### config.mk
export PLATFORM = sky130hd
export DESIGN_NAME = extracted_reg_chain_pipe
export DESIGN_NICKNAME = d
export VERILOG_FILES = /design/src/rtl/extracted_reg_chain_pipe_pkg.sv /design/src/rtl/extracted_reg_chain_pipe_stage.sv /design/src/rtl/extracted_reg_chain_pipe.sv
export SDC_FILE = /design/constraint.sdc
export NUM_CORES = 1
export LEC_CHECK = 0
export ABC_CLOCK_PERIOD_IN_PS = 2500
export CORE_AREA = 2 2 39 41
export CTS_CLUSTER_SIZE = 40
export DETAILED_ROUTE_END_ITERATION = 7
export DIE_AREA = 0 0 41 43
export DONT_BUFFER_PORTS = 1
export PLACE_DENSITY_LB_ADDON = 0.25
export SLEW_MARGIN = 20
export SYNTH_ARGS = -nofsm -noshare
export SYNTH_HDL_FRONTEND = slang
export SYNTH_SLANG_ARGS = --single-unit
### constraint.sdc
create_clock -name clk -period 2.5 [get_ports clk]
set_input_delay 0.5 -clock clk [delete_from_list [all_inputs] [get_ports clk]]
set_output_delay 0.5 -clock clk [all_outputs]
set_load 0.01 [all_outputs]
### src/rtl/extracted_reg_chain_pipe_pkg.sv
// Shared stage functions and default constants for the extracted register chain pipeline.
// Functions work on a wide word and the caller truncates, so they serve any DATA_WIDTH <= FUNC_W.
package extracted_reg_chain_pkg;

  localparam int unsigned FUNC_W         = 64;
  localparam int unsigned DEF_DATA_WIDTH = 8;

  typedef logic [FUNC_W-1:0] func_word_t;

  localparam func_word_t DEF_XOR_MASK  = 64'd1;
  localparam func_word_t DEF_ADD_CONST = 64'd1;

  function automatic func_word_t stage_func_first(input func_word_t x,
                                                  input func_word_t add_const);
    return x + add_const;
  endfunction

  function automatic func_word_t stage_func_next(input func_word_t x,
                                                 input func_word_t xor_mask,
                                                 input func_word_t add_const);
    return (x ^ xor_mask) + add_const + x;
  endfunction

endpackage

### src/rtl/extracted_reg_chain_pipe_stage.sv
// One pipeline stage: data register, valid bit and the stage transfer function.
module extracted_reg_stage
  import extracted_reg_chain_pkg::*;
#(
  parameter int unsigned           DATA_WIDTH = DEF_DATA_WIDTH,
  parameter bit                    FIRST      = 1'b1,
  parameter logic [DATA_WIDTH-1:0] XOR_MASK   = DATA_WIDTH'(DEF_XOR_MASK),
  parameter logic [DATA_WIDTH-1:0] ADD_CONST  = DATA_WIDTH'(DEF_ADD_CONST)
) (
  input  logic                  clk,
  input  logic                  rst_n,
  input  logic                  flush,
  input  logic                  in_valid,
  input  logic [DATA_WIDTH-1:0] in_data,
  input  logic                  adv,
  output logic                  valid,
  output logic [DATA_WIDTH-1:0] data
);

  logic [DATA_WIDTH-1:0] next_data;

  // Truncation back to DATA_WIDTH gives the modulo-2^DATA_WIDTH result.
  always_comb begin
    next_data = '0;
    if (FIRST)
      next_data = DATA_WIDTH'(stage_func_first(FUNC_W'(in_data), FUNC_W'(ADD_CONST)));
    else
      next_data = DATA_WIDTH'(stage_func_next(FUNC_W'(in_data), FUNC_W'(XOR_MASK),
                                              FUNC_W'(ADD_CONST)));
  end

  always_ff @(posedge clk) begin
    if (!rst_n) begin
      valid <= 1'b0;
      data  <= '0;
    end else begin
      if (flush)
        valid <= 1'b0;
      else if (adv)
        valid <= in_valid;
      // Bubbles leave the old word in place; its value is don't-care.
      if (adv && in_valid && !flush)
        data <= next_data;
    end
  end

endmodule

### src/rtl/extracted_reg_chain_pipe.sv
// STAGES-deep valid/ready register pipeline built from extracted_reg_stage instances,
// with bubble-collapsing back-pressure and a synchronous flush.
module extracted_reg_chain_pipe
  import extracted_reg_chain_pkg::*;
#(
  parameter int unsigned           DATA_WIDTH = DEF_DATA_WIDTH,
  parameter int unsigned           STAGES     = 2,
  parameter logic [DATA_WIDTH-1:0] XOR_MASK   = DATA_WIDTH'(DEF_XOR_MASK),
  parameter logic [DATA_WIDTH-1:0] ADD_CONST  = DATA_WIDTH'(DEF_ADD_CONST)
) (
  input  logic                  clk,
  input  logic                  rst_n,
  input  logic                  flush,
  input  logic [DATA_WIDTH-1:0] i_data,
  input  logic                  i_valid,
  output logic                  i_ready,
  output logic [DATA_WIDTH-1:0] o_data,
  output logic                  o_valid,
  input  logic                  o_ready
);

  logic [STAGES-1:0]     v;
  logic [STAGES-1:0]     adv;
  logic [DATA_WIDTH-1:0] d [STAGES];

  for (genvar k = 0; k < STAGES; k++) begin : g_stage
    // Recursive adv chain unrolled: stage k may move unless it and every stage below is full and stalled.
    assign adv[k] = o_ready | ~(&v[STAGES-1:k]);

    if (k == 0) begin : g_first
      extracted_reg_stage #(
        .DATA_WIDTH (DATA_WIDTH),
        .FIRST      (1'b1),
        .XOR_MASK   (XOR_MASK),
        .ADD_CONST  (ADD_CONST)
      ) u_stage (
        .clk      (clk),
        .rst_n    (rst_n),
        .flush    (flush),
        .in_valid (i_valid),
        .in_data  (i_data),
        .adv      (adv[k]),
        .valid    (v[k]),
        .data     (d[k])
      );
    end else begin : g_next
      extracted_reg_stage #(
        .DATA_WIDTH (DATA_WIDTH),
        .FIRST      (1'b0),
        .XOR_MASK   (XOR_MASK),
        .ADD_CONST  (ADD_CONST)
      ) u_stage (
        .clk      (clk),
        .rst_n    (rst_n),
        .flush    (flush),
        .in_valid (v[k-1]),
        .in_data  (d[k-1]),
        .adv      (adv[k]),
        .valid    (v[k]),
        .data     (d[k])
      );
    end
  end

  assign i_ready = adv[0] & ~flush;
  assign o_valid = v[STAGES-1];
  assign o_data  = d[STAGES-1];

endmodule

==> flow_metrics.env, run 1 <==
export IMPL_status="finished, final reports clean"
export IMPL_grt_pass1_vias=536
export IMPL_core_um2=1380
export IMPL_ys_seq_area_frac=0.408
export IMPL_p_per_area_nw_per_um2=596
export IMPL_vias=550
export IMPL_period_minus_slack_ns=1.82
export IMPL_muxShareOfSynthArea=0
export IMPL_grt_usage=0.176
export IMPL_r2r_slack_ns=1.28
export IMPL_root_buffer="clkbuf_4"
export IMPL_cp_required_ns=2.00
export IMPL_rsz0062_at_grt="no"
export IMPL_startpoint="g_stage[1].g_next.u_stage.valid"
export IMPL_finalWeightedCongestion=0.694
export IMPL_synth_xor_area_share=0.0357
export IMPL_cts_resized=0
export IMPL_clk_latency_ns=0.28
export IMPL_dpl_worst_slack_ns=0.948
export IMPL_synth_cell_types=25
export IMPL_r2r_start="g_stage[1].g_next.u_stage.valid"
export IMPL_clk_pin_slew_ns=0.08
export IMPL_ant_nets=0
export IMPL_synth_top_family_by_area="compound AO/OA/AOI/OAI gates"
export IMPL_finalHoldViolCount=0
export IMPL_max_cap_viol_count=0
export IMPL_regArea_um2=300
export IMPL_start_util=0.532
export IMPL_hold_buffers=0
export IMPL_fin_crit_sh=0.728
export IMPL_syn_inst=87
export IMPL_fillers=150
export IMPL_numPortBuffers=0
export IMPL_dieArea_um2=1760
export IMPL_reg2regPathDepth=3
export IMPL_drtPass1Iterations=3
export IMPL_drc_errors=0
export IMPL_synthSimpleGateAreaFrac=0.192
export IMPL_drt_wirelength_per_cell_um=13.0
export IMPL_clock_sinks=15
export IMPL_ir_worst_vdd_mv=0.299
export IMPL_drt_vias_per_instance=5.73
export IMPL_io_pins=23
export IMPL_synth_fa_ha_area_frac=0.0170
export IMPL_min_path_type="in -> reg"
export IMPL_synthesis_nets=101
export IMPL_setup_tns_ns=0
export IMPL_skew_ns=0.00551
export IMPL_fmax_mhz=550
export IMPL_start_kind="flip-flop"
export IMPL_hpwl_um=930
export IMPL_multiInputGateArea_um2=355
export IMPL_grt_pass1_wl_mm=2.06
export IMPL_routed_wl_mm=1.25
export IMPL_grt_overflow=0
export IMPL_p_leak_nw=0.237
export IMPL_synth_compound_area_frac=0.233
export IMPL_setup_viol=0
export IMPL_cts_max_path_buffers=2
export IMPL_worstSetupEndpointType="primary output"
export IMPL_drive_gt1_frac=0.0875
export IMPL_drt_iter0_drc=4
export IMPL_cts_setup_buffers=0
export IMPL_syn_to_final_growth_pct=-3.57
export IMPL_antenna_found_initial=0
export IMPL_syn_area_per_cell_um2=8.46
export IMPL_rows=14
export IMPL_die_h_um=43
export IMPL_ys_ff_latch=15
export IMPL_die_w_um=41
export IMPL_cp_data_arrival_time_ns=1.32
export IMPL_htree_levels=1
export IMPL_cts_tree="yes"
export IMPL_timing_rr_end="g_stage[1].g_next.u_stage.data[6]"
export IMPL_num_nets_final=95
export IMPL_setup_slack_ns=0.681
export IMPL_drv_slew=0
export IMPL_worstSetupPathType="reg -> out"
export IMPL_yosysWarningCount=0
export IMPL_grt_max_degree=14
export IMPL_netlist_area_um2=736
export IMPL_cts_buffers=3
export IMPL_path_max_fanout=8
export IMPL_worstSetupEndpoint="i_ready"
export IMPL_num_antenna_cells=0
## worst min-delay path by stage
| stage | start | end | slack (ns) | depth (start not counted) |
|---|---|---|---|---|
| 2_1_floorplan | g_stage[1].g_next.u_stage.data[1] | g_stage[1].g_next.u_stage.data[1] | 0.44 | 2 |
| 3_3_place_gp | g_stage[0].g_first.u_stage.data[1] | g_stage[1].g_next.u_stage.data[2] | 0.45 | 2 |
| 3_5_place_dp | g_stage[0].g_first.u_stage.data[1] | g_stage[1].g_next.u_stage.data[2] | 0.46 | 2 |
| 4_1_cts | i_valid | g_stage[0].g_first.u_stage.valid | 0.35 | 2 |
| 5_1_grt | i_valid | g_stage[0].g_first.u_stage.valid | 0.37 | 2 |
| 6_report | i_valid | g_stage[0].g_first.u_stage.valid | 0.35 | 2 |
## cell usage in the layout (no fill, tap or decap), drive strengths merged, types with 2 or more instances in the layout
cell type / count
o21ai: 8
nor2: 3
nor2b: 3
or3: 2
a311oi: 2
nand2: 2
nand3: 10
a211oi: 3
nand2b: 3
xor2: 2
clkbuf: 4
dfxtp: 15
inv: 2
a21oi: 15
## worst max-delay path: stages, from the launching register on
cell     delay (ns)
dfxtp_1        0.43
nor2b_1        0.42
a21oi_1        0.20
## registers in the layout, indices dropped and copies added (netlist names)
signal / cells
g_stage.g_first.u_stage.valid: 1
g_stage.g_next.u_stage.data: 7
g_stage.g_first.u_stage.data: 6
g_stage.g_next.u_stage.valid: 1
## power by group
part           switching (mW)  internal [mW]  total, mW
clock network          0.0716         0.0619      0.133
registers             0.00626          0.248      0.254
logic                  0.0200         0.0157     0.0358
total                  0.0979          0.325      0.423
## cell families (layout without fill, tap and decap cells)
family,Yosys count,after routing
AO/OA/AOI/OAI,29,29
XOR/XNOR,3,3
adder cells (fa/ha/maj),1,1
buffers and inverters,13,6
flip-flops,15,15
other,1,1
AND/OR/NAND/NOR,25,25
## metrics by stage
step,instances,util,area (um2),total power [mW],hold WS (ns)
floorplan,87,-,736,0.293,0.438
global placement,92,0.494,683,0.294,0.454
detailed placement,92,0.494,683,0.295,0.459
CTS,96,0.513,709,0.427,0.350
global route,96,0.513,709,0.447,0.375
finish,96,0.513,709,0.423,0.348
## per-layer routing
layer | routed length [um] | up-vias | GRT usage
li1 | - | 285 | -
met1 | 553 | 243 | 0.201
met2 | 596 | 17 | 0.269
met3 | 53 | 5 | 0.0314
met4 | 44 | 0 | 0.140
met5 | 0 | - | 0
## layout make-up
cell class / count / area share
Inverter: 2 / 0.0106
Tap cell: 16 / 0.0282
Sequential cell: 15 / 0.423
Multi-Input combinational cell: 59 / 0.501
Clock buffer: 4 / 0.0370
## synth_stat cells, drive strengths merged
cell type / number / area share
conb: 1 / 0.0051
a211oi: 3 / 0.031
a21bo: 1 / 0.014
a311oi: 2 / 0.032
nor2: 3 / 0.015
xnor2: 1 / 0.012
nand2b: 3 / 0.026
a21oi: 15 / 0.10
nor2b: 3 / 0.026
ha: 1 / 0.017
nand2: 2 / 0.010
buf: 9 / 0.088
o21ai: 8 / 0.054
or3: 2 / 0.017
nand3: 10 / 0.075
and2: 1 / 0.0085
inv: 2 / 0.010
dfxtp: 15 / 0.41
xor2: 2 / 0.024
nand3b: 1 / 0.015
clkbuf: 2 / 0.010
Note: power is estimated with default switching activity, not from simulation.
==> run 2: changes to the inputs <==
--- a/config.mk
+++ b/config.mk
@@ -5,7 +5,7 @@
 export SDC_FILE = /design/constraint.sdc
 export NUM_CORES = 1
 export LEC_CHECK = 0
-export ABC_CLOCK_PERIOD_IN_PS = 2500
+export ABC_CLOCK_PERIOD_IN_PS = 1800
 export CORE_AREA = 2 2 39 41
 export CTS_CLUSTER_SIZE = 40
 export DETAILED_ROUTE_END_ITERATION = 7
==> constraint.sdc (replaced) <==
create_clock -name clk -period 1.8 [get_ports clk]
set_input_delay 0.36 -clock clk [delete_from_list [all_inputs] [get_ports clk]]
set_output_delay 0.36 -clock clk [all_outputs]
set_load 0.01 [all_outputs]
==> flow_metrics.env, run 2 (synthesis gave the netlist of run 1 again) <==
export IMPL_status="finished, final reports clean"
export IMPL_worstSetupPathType="reg -> out"
export IMPL_drive_gt1_frac=0.111
export IMPL_cp_data_arrival_time_ns=1.08
export IMPL_largest_reg_flops=7
export IMPL_numPortBuffers=0
export IMPL_num_antenna_cells=0
export IMPL_grt_pass1_vias=480
export IMPL_grt_max_degree=14
export IMPL_cts_setup_buffers=0
export IMPL_path_max_fanout=4
export IMPL_setup_tns_ns=0
export IMPL_finalPower_mw=0.594
export IMPL_worst_slew_pin_slew_ns=0.503
export IMPL_max_slew_margin_rel=0.664
export IMPL_fmax_mhz=697
export IMPL_cts_tree="yes"
export IMPL_grt_overflow=0
export IMPL_cts_resized=0
export IMPL_p_sw_frac=0.246
export IMPL_clk_latency_ns=0.28
export IMPL_reg_top3="g_stage.g_next.u_stage.data (7), g_stage.g_first.u_stage.data (6)"
export IMPL_switchingPower_mw=0.146
export IMPL_dpl_worst_slack_ns=0.468
export IMPL_setup_viol=0
export IMPL_p_leak_nw=0.245
export IMPL_final_cells=97
export IMPL_drv_slew=0
export IMPL_die_w_um=41
export IMPL_max_cap_viol_count=0
export IMPL_io_pins=23
export IMPL_placedCellCount=93
export IMPL_syn_to_final_growth_pct=-2.38
export IMPL_drc_errors=0
export IMPL_drtPass1Iterations=4
export IMPL_clk_pin_slew_ns=0.09
export IMPL_start_kind="flip-flop"
export IMPL_vias=552
export IMPL_postLayoutCoreUtil=0.519
export IMPL_worstSetupEndpointType="primary output"
export IMPL_antenna_found_initial=0
export IMPL_fin_crit_sh=0.797
export IMPL_cts_max_path_buffers=2
export IMPL_hold_worst_slack_ns=0.204
export IMPL_skew_ns=0.00709
export IMPL_multiInputGateArea_um2=355
export IMPL_regMostFlops="g_stage.g_next.u_stage.data"
export IMPL_regArea_um2=300
export IMPL_period_minus_slack_ns=1.44
export IMPL_fillers=144
export IMPL_core_um2=1380
export IMPL_grt_usage=0.164
export IMPL_hpwl_um=950
export IMPL_setup_slack_ns=0.365
export IMPL_routed_wl_mm=1.27
export IMPL_rsz0062_at_grt="no"
export IMPL_grt_pass1_wl_mm=1.92
export IMPL_dieArea_um2=1760
export IMPL_pwr_share_comb=0.084
export IMPL_rows=14
export IMPL_ir_worst_vdd_mv=0.285
export IMPL_drt_wirelength_per_cell_um=13.1
export IMPL_clkPwrFrac=0.323
export IMPL_finalWeightedCongestion=0.720
export IMPL_layout_common_cells="a21oi_1 (15), dfxtp_1 (15), nand3_1 (9), o21ai_0 (7)"
export IMPL_root_buffer="clkbuf_4"
export IMPL_ant_nets=0
export IMPL_hold_buffers=0
export IMPL_design_area_um2=718
export IMPL_seq_power_share=0.593
export IMPL_start_util=0.532
export IMPL_num_nets_final=96
export IMPL_clock_sinks=15
export IMPL_die_h_um=43
export IMPL_min_path_type="in -> reg"
export IMPL_finalHoldViolCount=0
export IMPL_cp_required_ns=1.44
export IMPL_p_per_area_nw_per_um2=828
export IMPL_htree_levels=1
export IMPL_p_int_mw=0.449
export IMPL_drt_vias_per_instance=5.69
export IMPL_drt_iter0_drc=8
export IMPL_dpl_cell_area_um2=691
export IMPL_cts_buffers=3
run 2: cell types whose count changed in the layout (fill, tap and decap cells not counted):
cell	delta
clkinv_2	+1
clkbuf_1	-1
buf_4	+1
run 2: area by class of cell:
class | count | share of cell area
multi-input cells | 59 | 0.495
flip-flops and latches | 15 | 0.418
clock buffers | 3 | 0.0314
well taps | 16 | 0.0279
repair buffers | 1 | 0.0105
inverters | 2 | 0.0105
clock inverters | 1 | 0.00697
run 2: final timing paths:
check	start	to	slack, ns	cells after the start
hold reg to reg	g_stage[0].g_first.u_stage.data[1]	g_stage[1].g_next.u_stage.data[2]	0.47	2
setup / recovery	g_stage[1].g_next.u_stage.valid	i_ready	0.36	2
setup reg to reg	g_stage[1].g_next.u_stage.valid	g_stage[0].g_first.u_stage.data[6]	0.60	3
hold / removal	i_valid	g_stage[0].g_first.u_stage.valid	0.20	2
run 2: critical path, stage by stage, from the launching register on:
cell and delay, ns:
dfxtp_1 0.38, nor2b_1 0.17, a21oi_1 0.25
run 2: per-layer routing:
metal	part of all wire	up-vias	track usage	routed length, um
li1	-	283	-	-
met1	0.45	247	0.197	569
met2	0.46	18	0.234	586
met3	0.054	4	0.0314	68
met4	0.033	0	0.140	42
met5	0	-	0	0
run 2: power by group through the flow:
| stage | combinational, mW | sequential (mW) | clock [mW] |
|---|---|---|---|
| finish | 0.0498 | 0.352 | 0.192 |
| global route | 0.0557 | 0.354 | 0.211 |
| CTS | 0.0503 | 0.352 | 0.198 |
| detailed placement | 0.0499 | 0.360 | 0 |
| global placement | 0.0491 | 0.360 | 0 |
| floorplan | 0.0495 | 0.357 | 0 |
==> run 3: changes to the inputs <==
--- a/config.mk
+++ b/config.mk
@@ -5,7 +5,7 @@
 export SDC_FILE = /design/constraint.sdc
 export NUM_CORES = 1
 export LEC_CHECK = 0
-export ABC_CLOCK_PERIOD_IN_PS = 1800
+export ABC_CLOCK_PERIOD_IN_PS = 1400
 export CORE_AREA = 2 2 39 41
 export CTS_CLUSTER_SIZE = 40
 export DETAILED_ROUTE_END_ITERATION = 7
==> constraint.sdc (replaced) <==
create_clock -name clk -period 1.4 [get_ports clk]
set_input_delay 0.28 -clock clk [delete_from_list [all_inputs] [get_ports clk]]
set_output_delay 0.28 -clock clk [all_outputs]
set_load 0.01 [all_outputs]
==> flow_metrics.env, run 3 (synthesis gave the netlist of run 1 again) <==
export IMPL_cp_required_ns=1.12
export IMPL_grt_usage=0.167
export IMPL_num_nets_final=97
export IMPL_grt_max_degree=14
export IMPL_start_kind="flip-flop"
export IMPL_worstSetupEndpointType="primary output"
export IMPL_status="finished, final reports clean"
export IMPL_numPortBuffers=0
export IMPL_cts_setup_buffers=0
export IMPL_routed_wl_mm=1.25
export IMPL_reg_top3="g_stage.g_next.u_stage.data (7), g_stage.g_first.u_stage.data (6)"
export IMPL_start_util=0.532
export IMPL_skew_ns=0.00312
export IMPL_finalHoldViolCount=0
export IMPL_die_h_um=43
export IMPL_num_antenna_cells=0
export IMPL_period_minus_slack_ns=1.34
export IMPL_htree_levels=1
export IMPL_layout_common_cells="dfxtp_1 (15), a21oi_1 (14), nand3_1 (9), o21ai_0 (7)"
export IMPL_critPathTopFamily="flip-flops"
export IMPL_finalPower_mw=0.759
export IMPL_setup_viol=0
export IMPL_die_w_um=41
export IMPL_root_buffer="clkbuf_4"
export IMPL_final_common_cell="dfxtp_1"
export IMPL_grt_pass1_wl_mm=2.00
export IMPL_vias=556
export IMPL_p_per_area_nw_per_um2=1040
export IMPL_crit_path_max_incr_delay_ns=0.43
export IMPL_largest_reg_flops=7
export IMPL_regMostFlops="g_stage.g_next.u_stage.data"
export IMPL_hold_worst_slack_ns=0.131
export IMPL_hold_buffers=0
export IMPL_dpl_worst_slack_ns=0.173
export IMPL_cp_data_arrival_time_ns=1.06
export IMPL_fmax_mhz=747
export IMPL_grt_overflow=0
export IMPL_design_area_um2=731
export IMPL_setup_tns_ns=0
export IMPL_clock_sinks=15
export IMPL_io_pins=23
export IMPL_r2r_start="g_stage[1].g_next.u_stage.valid"
export IMPL_worstSetupPathType="reg -> out"
export IMPL_drt_iter0_drc=7
export IMPL_placedCellCount=94
export IMPL_p_leak_nw=0.248
export IMPL_fillers=145
export IMPL_dpl_cell_area_um2=698
export IMPL_cp_num_buf_inv=0
export IMPL_path_max_fanout=4
export IMPL_hpwl_um=940
export IMPL_dieArea_um2=1760
export IMPL_cp_cell_sequence="nor2b_2 -> a21oi_2"
export IMPL_ant_nets=0
export IMPL_drt_wirelength_per_cell_um=12.7
export IMPL_antenna_found_initial=0
export IMPL_drive_gt1_frac=0.134
export IMPL_drt_vias_per_instance=5.67
export IMPL_syn_to_final_growth_pct=-0.680
export IMPL_rows=14
export IMPL_clk_latency_ns=0.28
export IMPL_cts_buffers=3
export IMPL_drv_slew=0
export IMPL_min_path_type="in -> reg"
export IMPL_holdCritStartpoint="i_valid"
export IMPL_postLayoutCoreUtil=0.528
export IMPL_clk_pin_slew_ns=0.08
export IMPL_max_cap_viol_count=0
export IMPL_startpoint="g_stage[1].g_next.u_stage.valid"
export IMPL_drtPass1Iterations=4
export IMPL_ir_worst_vdd_mv=0.517
export IMPL_cp_slowest_cell="dfxtp_1"
export IMPL_core_um2=1380
export IMPL_cts_max_path_buffers=2
export IMPL_fin_crit_sh=0.956
export IMPL_finalWeightedCongestion=0.726
export IMPL_setup_slack_ns=0.0615
export IMPL_final_cells=98
export IMPL_grt_pass1_vias=533
export IMPL_rsz0062_at_grt="no"
export IMPL_drc_errors=0
export IMPL_cts_tree="yes"
==> run 3: cell count changes in the layout (fill, tap and decap cells not counted) <==
cell,delta
buf_4,+1
nor2b_2,+1
a21oi_2,+1
a21oi_1,-1
nor2b_1,-1
clkbuf_1,+1
clkinv_2,-1
==> run 3: report_power, final <==
| group | internal (mW) | leakage [nW] | switching [mW] | total (mW) |
|---|---|---|---|---|
| clock network | 0.110 | 0.0150 | 0.128 | 0.238 |
| logic | 0.0307 | 0.111 | 0.0363 | 0.0670 |
| registers | 0.442 | 0.122 | 0.0113 | 0.453 |
==> run 3: final timing paths <==
kind	cells after the start	slack, ns	to
setup / recovery	2	0.06	i_ready
hold / removal	2	0.13	g_stage[0].g_first.u_stage.valid
setup reg to reg	3	0.18	g_stage[0].g_first.u_stage.data[3]
hold reg to reg	2	0.47	g_stage[1].g_next.u_stage.data[2]
==> run 3: final cells by class <==
| class | count | area (um2) | area share |
|---|---|---|---|
| Multi-Input combinational cell | 59 | 362 | 0.495 |
| Inverter | 2 | 7.51 | 0.0103 |
| Clock buffer | 4 | 26.3 | 0.0360 |
| Timing Repair Buffer | 2 | 15.0 | 0.0205 |
| Sequential cell | 15 | 300 | 0.411 |
| Tap cell | 16 | 20.0 | 0.0274 |
==> run 3: repair_timing <==
item                                   CTS  global route
setup endpoints to repair                0             1
resized for setup                        0             2
endpoints found under the hold margin    0             0
==> run 3: metal layers <==
metal  vias to the layer above  track usage  part of all wire
li1                        287            -                 -
met1                       249        0.208              0.43
met2                        16        0.253              0.49
met3                         4       0.0157             0.047
met4                         0        0.120             0.025
met5                         -            0                 0
